[src/rtl/wb_host_arb2.sv]
// ---------------------------------------------------------------------------
// wb_host_arb2 - two-master Wishbone arbiter for the wb_host block.
//
// The user-project Wishbone slave path is shared by two masters:
//   m0 : Caravel management SoC master
//   m1 : internal UART/debug master
//
// A master keeps the grant for its whole bus cycle (cyc high). When both
// masters request at the same time, the one that did not hold the previous
// grant wins.
//
// Optional feature, enabled by defining WB_ARB_TIMEOUT_EN:
//   A watchdog counts cycles in which a strobe is pending with no ack or err.
//   When it expires the cycle is aborted for one clock. s_cyc_o and s_stb_o
//   drop, the owner receives err, and the sticky tmo_flag_o is set.
//   Without the macro the watchdog is absent, tmo_flag_o is tied low and
//   tmo_clr_i is ignored.
//
// Ports
//   wbm_clk_i, wbm_rst_n    clock, asynchronous active-low reset
//   m0_* / m1_*             master-side Wishbone (cyc/stb/we/adr/dat/sel in,
//                           dat/ack/err out)
//   s_*                     slave-side Wishbone towards wb_interconnect
//   gnt_o                   one-hot grant (bit0 = m0, bit1 = m1)
//   tmo_flag_o, tmo_clr_i   sticky watchdog status and its clear
// ---------------------------------------------------------------------------
module wb_host_arb2 #(
    parameter int          AW      = 32,
    parameter int          DW      = 32,
    parameter int          TMO_W   = 8,
    parameter int unsigned TMO_CYC = 200
) (
    input  logic              wbm_clk_i,
    input  logic              wbm_rst_n,

    input  logic              m0_cyc_i,
    input  logic              m0_stb_i,
    input  logic              m0_we_i,
    input  logic [AW-1:0]     m0_adr_i,
    input  logic [DW-1:0]     m0_dat_i,
    input  logic [DW/8-1:0]   m0_sel_i,
    output logic [DW-1:0]     m0_dat_o,
    output logic              m0_ack_o,
    output logic              m0_err_o,

    input  logic              m1_cyc_i,
    input  logic              m1_stb_i,
    input  logic              m1_we_i,
    input  logic [AW-1:0]     m1_adr_i,
    input  logic [DW-1:0]     m1_dat_i,
    input  logic [DW/8-1:0]   m1_sel_i,
    output logic [DW-1:0]     m1_dat_o,
    output logic              m1_ack_o,
    output logic              m1_err_o,

    output logic              s_cyc_o,
    output logic              s_stb_o,
    output logic              s_we_o,
    output logic [AW-1:0]     s_adr_o,
    output logic [DW-1:0]     s_dat_o,
    output logic [DW/8-1:0]   s_sel_o,
    input  logic [DW-1:0]     s_dat_i,
    input  logic              s_ack_i,
    input  logic              s_err_i,

    output logic [1:0]        gnt_o,
    output logic              tmo_flag_o,
    input  logic              tmo_clr_i
);

    typedef enum logic [1:0] {
        IDLE  = 2'd0,
        GNT0  = 2'd1,
        GNT1  = 2'd2,
        ABORT = 2'd3
    } state_e;

    state_e     state_q;
    logic       last_gnt_q;   // 0 = m0 held the last grant, 1 = m1
    logic [1:0] gnt_q;        // owner, kept through ABORT so it can resume
    logic       bus_on;       // a master currently drives the slave
    logic       abort;
    logic       tmo_hit;      // watchdog expires at the coming edge

    assign bus_on = (state_q == GNT0) || (state_q == GNT1);
    assign abort  = (state_q == ABORT);
    assign gnt_o  = gnt_q;

    // ------------------------------------------------------------------
    // Arbitration FSM
    // ------------------------------------------------------------------
    always_ff @(posedge wbm_clk_i or negedge wbm_rst_n) begin
        if (!wbm_rst_n) begin
            state_q    <= IDLE;
            last_gnt_q <= 1'b1;
            gnt_q      <= 2'b00;
        end else begin
            case (state_q)
                IDLE: begin
                    // m0 wins a tie only if m1 owned the bus last time
                    if (m0_cyc_i && (!m1_cyc_i || last_gnt_q)) begin
                        state_q    <= GNT0;
                        gnt_q      <= 2'b01;
                        last_gnt_q <= 1'b0;
                    end else if (m1_cyc_i) begin
                        state_q    <= GNT1;
                        gnt_q      <= 2'b10;
                        last_gnt_q <= 1'b1;
                    end
                end
                GNT0: begin
                    if (!m0_cyc_i) begin
                        state_q <= IDLE;
                        gnt_q   <= 2'b00;
                    end else if (tmo_hit) begin
                        state_q <= ABORT;
                    end
                end
                GNT1: begin
                    if (!m1_cyc_i) begin
                        state_q <= IDLE;
                        gnt_q   <= 2'b00;
                    end else if (tmo_hit) begin
                        state_q <= ABORT;
                    end
                end
                ABORT: begin
                    // Abort lasts exactly one cycle, then the owner resumes
                    state_q <= gnt_q[1] ? GNT1 : GNT0;
                end
                default: begin
                    state_q <= IDLE;
                    gnt_q   <= 2'b00;
                end
            endcase
        end
    end

    // ------------------------------------------------------------------
    // Slave-side mux: address/data follow the owner; cyc/stb are also
    // masked during ABORT so the hung slave sees the cycle terminate.
    // ------------------------------------------------------------------
    always_comb begin
        s_cyc_o = 1'b0;
        s_stb_o = 1'b0;
        s_we_o  = 1'b0;
        s_adr_o = '0;
        s_dat_o = '0;
        s_sel_o = '0;
        if (gnt_q[0]) begin
            s_cyc_o = bus_on & m0_cyc_i;
            s_stb_o = bus_on & m0_stb_i;
            s_we_o  = m0_we_i;
            s_adr_o = m0_adr_i;
            s_dat_o = m0_dat_i;
            s_sel_o = m0_sel_i;
        end else if (gnt_q[1]) begin
            s_cyc_o = bus_on & m1_cyc_i;
            s_stb_o = bus_on & m1_stb_i;
            s_we_o  = m1_we_i;
            s_adr_o = m1_adr_i;
            s_dat_o = m1_dat_i;
            s_sel_o = m1_sel_i;
        end
    end

    // ------------------------------------------------------------------
    // Master-side responses: zero-latency passthrough to the owner only.
    // ------------------------------------------------------------------
    assign m0_ack_o = (state_q == GNT0) & s_ack_i;
    assign m1_ack_o = (state_q == GNT1) & s_ack_i;
    assign m0_err_o = ((state_q == GNT0) & s_err_i) | (abort & gnt_q[0]);
    assign m1_err_o = ((state_q == GNT1) & s_err_i) | (abort & gnt_q[1]);
    assign m0_dat_o = gnt_q[0] ? s_dat_i : '0;
    assign m1_dat_o = gnt_q[1] ? s_dat_i : '0;

`ifdef WB_ARB_TIMEOUT_EN
    // ------------------------------------------------------------------
    // Watchdog
    // ------------------------------------------------------------------
    logic             pending;
    logic [TMO_W-1:0] cnt_q;
    logic [TMO_W-1:0] cnt_d;
    logic             flag_q;
    logic             flag_d;

    // A strobe is outstanding on the slave with no response this cycle
    assign pending = s_cyc_o & s_stb_o & ~s_ack_i & ~s_err_i;
    // An ack arriving at the threshold cycle clears pending, so it wins
    assign tmo_hit = pending & (cnt_q == TMO_W'(TMO_CYC - 1));

    always_comb begin
        cnt_d = '0;
        if (pending) begin
            cnt_d = (cnt_q == {TMO_W{1'b1}}) ? cnt_q : cnt_q + TMO_W'(1);
        end
        flag_d = flag_q;
        if (tmo_clr_i) begin
            flag_d = 1'b0;
        end
        if (tmo_hit) begin
            flag_d = 1'b1;
        end
    end

    always_ff @(posedge wbm_clk_i or negedge wbm_rst_n) begin
        if (!wbm_rst_n) begin
            cnt_q  <= '0;
            flag_q <= 1'b0;
        end else begin
            cnt_q  <= cnt_d;
            flag_q <= flag_d;
        end
    end

    assign tmo_flag_o = flag_q;
`else
    localparam int          UNUSED_TMO_W   = TMO_W;
    localparam int unsigned UNUSED_TMO_CYC = TMO_CYC;
    logic unused_tmo_clr;

    assign unused_tmo_clr = tmo_clr_i;
    assign tmo_hit        = 1'b0;
    assign tmo_flag_o     = 1'b0;
`endif

endmodule
[config.mk]
export PLATFORM = sky130hd
export DESIGN_NAME = wb_host_arb2
export DESIGN_NICKNAME = d
export VERILOG_FILES = /design/src/rtl/wb_host_arb2.sv
export SDC_FILE = /design/constraint.sdc
export NUM_CORES = 1
export LEC_CHECK = 0
export BUFFER_PORTS_ARGS = -buffer_cell sky130_fd_sc_hd__buf_4
export CAP_MARGIN = 20
export CORE_AREA = 2 2 124 126
export DETAILED_ROUTE_END_ITERATION = 12
export DIE_AREA = 0 0 126 128
export SLEW_MARGIN = 20
export SYNTH_ARGS = -nofsm -noshare
export SYNTH_HDL_FRONTEND = slang
export SYNTH_SLANG_ARGS = --single-unit
export TNS_END_PERCENT = 100
[constraint.sdc]
create_clock -name wbm_clk_i -period 1.8 [get_ports wbm_clk_i]
set_clock_uncertainty 0.2 [all_clocks]
set_input_delay 0.36 -clock wbm_clk_i [delete_from_list [all_inputs] [get_ports wbm_clk_i]]
set_output_delay 0.36 -clock wbm_clk_i [all_outputs]
set_load 0.005 [all_outputs]
Yosys cells after proc, flatten, opt, wreduce, memory -nomap -nowiden --
Index checks and enable logic that the tools add are counted. W data, S select, Z words.
Word-level totals: flip-flop bits (word level) 5, latch bits 0, RAM bits 0, ROM bits 0, output and inout port bits 142, logic and storage cells 54, memories kept 0
Cells by class: $add $sub $neg 0, multipliers 0, divide/modulo/power cells 0, $lt $le $gt $ge 0, equality and inequality tests 6, shift operators 0, muxes and demuxes 23, bitwise operators 12, reduce and logical (&&, ||, !) cells 10
Operators by type and width (number):
- $mux W32 | 6
- $and A1 B1 Y1 | 10
- $mux W2 | 5
- $mux W1 | 8
- $mux W4 | 2
- $pmux W2 S4 | 1
- $pmux W2 S3 | 1
- $eq A2 B2 Y1 const B | 2
- $ne A2 B2 Y1 const B | 2
- $reduce_and A4 Y1 | 1
- $ne A3 B3 Y1 const B | 1
- $reduce_and A3 Y1 | 1
- $reduce_bool A3 Y1 | 1
- $eq A2 B1 Y1 const B | 1
- $logic_not A2 Y1 | 1
- $logic_or A1 B1 Y1 | 2
- $or A1 B1 Y1 | 2
- $reduce_and A2 Y1 | 1
- $reduce_bool A2 Y1 | 1
- $logic_and A1 B1 Y1 | 1
- $logic_not A1 Y1 | 1

Longest topological paths before layout --
Gate-level depths: netlist of the first run.
depth in word-level cells 5, mapped depth 6

Worst setup path after synthesis of the first run --
OpenSTA, ideal clock, no wires.
kind reg2reg, from register state_q[1], to register gnt_q[1] (netlist: gnt_o[1]), data arrival time 1438 ps, data required time 1478 ps, path slack 40 ps, cell stages (with the launch flop) 6, path through dfrtp_1 -> inv_1 -> ha_1 -> a22oi_4 -> or3b_1 -> a32o_1
On the way: cells in the longest elaborated chain, start to end 3, elaborated cells between the ends (all ways) 9, classes of those cells eq/ne (5); mux (1); reduce/logical (3)
RTL lines:
- from (decl) | line 78 | state_e state_q;
- from (signal assigned) | line 129 | state_q <= gnt_q[1] ? GNT1 : GNT0;
- $eq A2 B2 Y1 (tied with other cells) | line 98 | case (state_q)
- $ne A2 B2 Y1 (no line) (tied with other cells)
- $reduce_and A4 Y1 (no line)
- to (signal assigned) | line 96 | gnt_q <= 2'b00;
- to (signal assigned) | line 103 | gnt_q <= 2'b01;
- to (signal assigned) | line 107 | gnt_q <= 2'b10;
- to (decl) | line 80 | logic [1:0] gnt_q;
Parallel ways exist; a longest one is shown, timed or not. A chain may end at the register's enable or synchronous reset.

Worst setup path after layout of the first run --
from register gnt_q[0] (netlist: gnt_o[0]), to output s_dat_o[5]
On the way: cells in the longest elaborated chain, start to end 1
RTL lines:
- $mux W32 | line 150 | if (gnt_q[0]) begin
- to (decl) | line 60 | output logic [DW-1:0] s_dat_o,
Every way passes these cells.

==> flow_metrics.env, run 1 <==
export IMPL_start_util_pct=10.5
export IMPL_syn_area_per_cell_um2=7.72
export IMPL_layout_nets=717
export IMPL_setup_ws_ns=-0.235
export IMPL_synth_compound_area_share_pct=45.1
export IMPL_die_w_um=126
export IMPL_grt_pass1_wl_um=15100
export IMPL_hold_viol_final=0
export IMPL_peakVddDrop_mv=0.974
export IMPL_cp_cell_sequence="nor2b_4 > buf_12 > buf_16 > a22o_1 > buf_4"
export IMPL_synth_seq_cells=5
export IMPL_maxCapViolCount=0
export IMPL_track_usage_pct=11.7
export IMPL_seq_area_frac_synth_pct=8.11
export IMPL_coreArea_um2=14900
export IMPL_drive_gt1_share_pct=70.2
export IMPL_p_leak_nw=2.56
export IMPL_syn_nets=387
export IMPL_cts_max_level=1
export IMPL_cp_max_fo=7
export IMPL_antenna_found_initial=0
export IMPL_yosys_area_share_xor_xnor_pct=0
export IMPL_clkSinkCount=5
export IMPL_synth_yosys_warnings=0
export IMPL_muxShareOfSynthArea_pct=1.36
export IMPL_clkTransAtPathRegs_ns=0.03
export IMPL_antenna_cells=0
export IMPL_whs_endpoint="last_gnt_q"
export IMPL_vias=2850
export IMPL_seq_area_um2=133
export IMPL_n_fill_cell=1570
export IMPL_area_growth_pct=206
export IMPL_finalCritPeriodShare_pct=113
export IMPL_hold_start="m0_cyc_i"
export IMPL_cts_tree="done"
export IMPL_ant_nets=0
export IMPL_drc=0
export IMPL_critPathMaxStageDelay_ns=0.48
export IMPL_cts_root_buf="clkbuf_16"
export IMPL_critPathSlowestCell="dfrtp_4"
export IMPL_min_period_ns=2.03
export IMPL_finalSetupViolCount=109
export IMPL_num_rows=45
export IMPL_reg2reg_slack_ns=-0.06
export IMPL_crit_path_end_kind="output pin"
export IMPL_stdcell_count=719
export IMPL_grt_setup_unrepaired="true"
export IMPL_synth_fa_ha_area_share_pct=4.82
export IMPL_power_density_nw_per_um2=1200
export IMPL_placed_area_um2=4190
export IMPL_violations="setup timing"
export IMPL_status="complete, but fails checks"
export IMPL_fmax_ghz=0.492
export IMPL_layout_commonest_cell="buf_4"
export IMPL_dp_cells=695
export IMPL_mostFrequentLayoutCells="323 x buf_4, 70 x a22o_1, 63 x and2_1, 13 x buf_6, 8 x clkbuf_16"
export IMPL_gp_congestion=0.749
export IMPL_worstPathArrival_ns=1.47
export IMPL_grt_max_degree=56
export IMPL_cts_buffers=3
export IMPL_worstSetupPathType="reg -> out"
export IMPL_multi_input_area_um2=1370
export IMPL_dr_pass1_iters=4
export IMPL_design_area_um2=4760
export IMPL_die_area_um2=16100
export IMPL_ios=321
export IMPL_syn_area_um2=1560
export IMPL_first_global_vias=2498
export IMPL_grt_overflow=0
export IMPL_r2r_cells=6
export IMPL_vias_per_cell=3.96
export IMPL_synth_top_family_by_area="compound AO/OA/AOI/OAI gates"
export IMPL_holdPathStages=2
export IMPL_synth_cell_types=28
export IMPL_die_h_um=128
export IMPL_syn_instance_count=202
export IMPL_reg2reg_from="state_q[1]"
export IMPL_yosys_area_share_simple_pct=31.5
export IMPL_worstReg2RegEnd="gnt_o[1]"
export IMPL_critPathLaunch="gnt_o[0]"
export IMPL_max_clock_path_buffers=2
export IMPL_hp_class="in -> reg"
export IMPL_detail_route_wl_per_cell_um=16.5
export IMPL_drv_slew=0
export IMPL_insertion_delay_ns=0.23
export IMPL_portBuffers=318
export IMPL_critPathRequiredTime_ns=1.24
export IMPL_drt_iter0_drc=162
export IMPL_cp_start_kind="flip-flop"
export IMPL_routed_wl_um=11900
export IMPL_total_power_mw=5.70
## cell type report
type | instances | area share (%)
Timing Repair Buffer | 351 | 61.6
Multi-Input combinational cell | 169 | 28.8
Tap cell | 188 | 4.94
Sequential cell | 5 | 2.78
Clock buffer | 4 | 1.65
Inverter | 2 | 0.158
## power by group
part           internal (mW)  switching, mW
registers              0.182         0.0476
logic                   3.09           2.02
clock network          0.294         0.0756
## critical path, delay by kind of cell, from the launching register on
family	cells	cell delay (ns)
AOI/OAI and AO/OA	1	0.17
buffers and inverters	3	0.43
DFF	1	0.48
and+or+nand+nor	1	0.16
## repair_timing
item | 4_1_cts | 5_1_grt
pin swaps | 5 | 6
resized for setup | 33 | 10
endpoints found under the hold margin | 5 | 0
endpoints found under the setup margin | 110 | 112
buffers inserted | 10 | 0
gates cloned | 4 | 6
hold buffers | 1 | 0
## routing by layer
layer	global-route usage, %	vias to the layer above	wire [µm]
met5	0	-	0
met4	1.03	0	40
met3	1.63	4	929
met2	21.2	134	6080
met1	15.4	1303	4830
li1	-	1409	-
## through the flow
| step | hold slack [ns] | setup TNS [ns] | worst slack (ns) | utilization [%] |
|---|---|---|---|---|
| finish | 0.184 | -19.50 | -0.235 | 32.1 |
| global placement | -0.0312 | -0.0848 | -0.0280 | 28.2 |
| CTS | 0.178 | -21.75 | -0.254 | 31.0 |
| detailed placement | -0.0298 | -0.0572 | -0.0187 | 28.2 |
| floorplan | -0.136 | 0 | 0.0401 | - |
| global route | 0.198 | -24.40 | -0.280 | 32.1 |
## synth_stat cells (all sizes together)
library cell / instances / share of area (%)
or3b: 1 / 0.56
dfrtp: 4 / 6.4
clkbuf: 12 / 2.9
o21ai: 1 / 0.32
a21oi: 2 / 0.64
a22o: 70 / 39
mux2i: 1 / 0.64
nor2b: 4 / 1.8
a22oi: 3 / 2.3
a32o: 1 / 0.64
nand2: 3 / 0.72
mux2: 1 / 0.72
conb: 1 / 0.24
dfstp: 1 / 1.7
buf: 14 / 5.5
nor2: 1 / 0.24
nand4: 1 / 0.40
a31oi: 3 / 1.2
ha: 6 / 4.8
nor3b: 2 / 0.96
and2: 66 / 26
nand2b: 1 / 0.40
a21bo: 1 / 0.64
inv: 2 / 0.48
## flip-flops by register name (all words and copies together) (netlist names)
signal,flops
state_q,2
last_gnt_q,1
gnt_o,2
## worst max-delay path by stage
stage                       end  cells past startpoint  slack (ns)
global route            s_cyc_o                      6       -0.28
floorplan              gnt_o[1]                      5        0.04
finish               s_dat_o[5]                      5       -0.23
global placement    s_dat_o[31]                      4       -0.03
CTS                 s_dat_o[21]                      4       -0.25
detailed placement  s_dat_o[31]                      4       -0.02
## kinds of logic (layout without fill, tap and decap cells)
group / after synthesis / in the layout
compound gates: 81 / 81
fa+ha+maj: 6 / 6
buf+inv: 28 / 357
flops: 5 / 5
mux: 2 / 2
other cells: 1 / 1
simple gates: 79 / 79
Note: power is estimated with default switching activity, not from simulation.
==> run 2: changes to the inputs <==
- ABC_AREA: default -> 1
- CORE_AREA: 2 2 124 126 -> 2 2 125 127
- DIE_AREA: 0 0 126 128 -> 0 0 127 129
==> flow_metrics.env, run 2 <==
export IMPL_cts_tree="done"
export IMPL_cp_start_kind="flip-flop"
export IMPL_first_global_vias=3225
export IMPL_violations="setup timing"
export IMPL_clkSinkCount=5
export IMPL_synthFlopType="dfrtp_1"
export IMPL_finalSetupViolCount=112
export IMPL_reg2reg_from="state_q[1]"
export IMPL_ios=321
export IMPL_synth_seq_cells=5
export IMPL_antenna_found_initial=0
export IMPL_drc=0
export IMPL_track_usage_pct=12.2
export IMPL_synth_most_common_cell="nand2_1"
export IMPL_die_w_um=127
export IMPL_power_density_nw_per_um2=1150
export IMPL_synth_cell_types=18
export IMPL_grt_setup_unrepaired="true"
export IMPL_grt_max_degree=50
export IMPL_detail_route_wl_per_cell_um=13.2
export IMPL_gp_congestion=0.818
export IMPL_maxCapViolCount=0
export IMPL_start_util_pct=13.7
export IMPL_yosysTopAreaCellShare_pct=41.7
export IMPL_hp_class="in -> reg"
export IMPL_yosys_top_cells_area="nand2_1 42%, nand3_1 18%, inv_1 14%"
export IMPL_synthTopCellsByCount="228 x nand2_1, 78 x inv_1, 75 x nand3_1"
export IMPL_cts_root_buf="clkbuf_16"
export IMPL_peakVddDrop_mv=0.369
export IMPL_placed_area_um2=4580
export IMPL_grt_overflow=0
export IMPL_cp_max_fo=24
export IMPL_hold_start="m0_cyc_i"
export IMPL_vias=3817
export IMPL_status="complete, but fails checks"
export IMPL_num_rows=45
export IMPL_insertion_delay_ns=0.22
export IMPL_post_route_util_pct=35.7
export IMPL_syn_instance_count=439
export IMPL_drt_iter0_drc=180
export IMPL_routed_wl_um=12500
export IMPL_design_area_um2=5350
export IMPL_worstSetupPathType="reg -> out"
export IMPL_p_leak_nw=3.46
export IMPL_ant_nets=0
export IMPL_clkTransAtPathRegs_ns=0.03
export IMPL_crit_path_end_kind="output pin"
export IMPL_dpl_hpwl_um=8820
export IMPL_die_area_um2=16400
export IMPL_dr_pass1_iters=4
export IMPL_min_period_ns=1.95
export IMPL_synth_edf_count=0
export IMPL_seq_area_frac_synth_pct=6.16
export IMPL_syn_area_per_cell_um2=4.67
export IMPL_grt_pass1_wl_um=16500
export IMPL_syn_nets=624
export IMPL_portBuffers=318
export IMPL_synth_yosys_warnings=0
export IMPL_vias_per_cell=4.03
export IMPL_drive_gt1_share_pct=55.7
export IMPL_critPathRequiredTime_ns=1.24
export IMPL_mostFrequentLayoutCells="305 x buf_4, 199 x nand2_1, 63 x nand3_1, 58 x inv_1, 24 x buf_6"
export IMPL_cts_max_level=1
export IMPL_setup_ws_ns=-0.152
export IMPL_critPathLaunch="gnt_o[1]"
export IMPL_fin_tns_setup_ns=-9.65
export IMPL_layout_nets=945
export IMPL_max_clock_path_buffers=2
export IMPL_worstPathArrival_ns=1.39
export IMPL_drv_slew=0
export IMPL_die_h_um=129
export IMPL_antenna_cells=0
export IMPL_coreArea_um2=15000
export IMPL_cts_buffers=3
export IMPL_yosysTopAreaCell="nand2_1"
export IMPL_area_growth_pct=161
export IMPL_layout_commonest_cell="buf_4"
export IMPL_async_flop_share_pct=100
export IMPL_finalCritPeriodShare_pct=108
export IMPL_syn_area_um2=2050
export IMPL_fmax_ghz=0.512
export IMPL_hold_viol_final=0
export IMPL_whs_ns=0.256
## run 2: cell types whose count changed in the layout (fill, tap and decap cells not counted), moves of 17 or more
cell     before  now
a22o_1       70    0
and2_1       63    0
buf_4       323  305
inv_1         0   58
inv_2         2   19
nand2_1       3  199
nand2_2       0   20
nand3_1       0   63
## run 2: report_power, final
part           switching (mW)  internal, mW  total (mW)
Combinational            2.60          2.92        5.52
Sequential             0.0642         0.188       0.252
Clock                  0.0666         0.293       0.359
## run 2: per-stage QoR
| stage | instances | total power [mW] | setup WS [ns] |
|---|---|---|---|
| 3_3_place_gp | 924 | 4.53 | 0.0121 |
| 3_5_place_dp | 924 | 4.53 | 0.00959 |
| 5_1_grt | 947 | 6.62 | -0.180 |
| 2_1_floorplan | 439 | 2.32 | 0.211 |
| 4_1_cts | 932 | 5.19 | -0.152 |
| 6_report | 947 | 6.13 | -0.152 |
## run 2: cell type report
class / count / area [µm²]
clock buffers: 4 / 78.8
flip-flops and latches: 5 / 134
repair buffers: 348 / 2970
fillers: 1615 / 9630
well taps: 188 / 235
multi-input cells: 323 / 1620
inverters: 79 / 314
## run 2: worst max-delay path, stage by stage, from the launching register on
cell and delay [ns]:
dfrtp_4 0.49, buf_12 0.16, buf_16 0.16, nand3_1 0.12, nand2_2 0.08, buf_4 0.14
## run 2: repair_timing
| action | CTS | global route |
|---|---|---|
| hold buffers | 1 | 0 |
| endpoints found under the setup margin | 75 | 128 |
| endpoints found under the hold margin | 5 | 0 |
| pin swaps | 0 | 23 |
| cloned | 2 | 6 |
| resized for setup | 13 | 113 |
| setup buffers | 1 | 10 |
## run 2: kinds of logic after synthesis
| family | synth area share [%] |
|---|---|
| simple gates | 61.2 |
| buf+inv | 26.5 |
| compound gates | 2.32 |
| fa+ha+maj | 3.66 |
| flops | 6.16 |
| other cells | 0.183 |
## run 2: routing by layer
| layer | vias to the layer above | track usage, % | wire (µm) |
|---|---|---|---|
| met2 | 157 | 22.7 | 6540 |
| met3 | 8 | 1.70 | 816 |
| met1 | 1714 | 15.2 | 4990 |
| met5 | - | 0 | 0 |
| li1 | 1938 | - | - |
| met4 | 0 | 2.20 | 108 |
## run 2: final timing paths
path | slack (ns) | to | depth (start not counted)
setup / recovery | -0.15 | s_adr_o[21] | 5
hold / removal | 0.26 | gnt_o[1] | 4
setup reg to reg | 0.30 | gnt_o[0] | 8
hold reg to reg | 0.30 | last_gnt_q | 2
max in group asynchronous | 0.86 | last_gnt_q | 2
min in group asynchronous | 0.34 | state_q[0] | 2
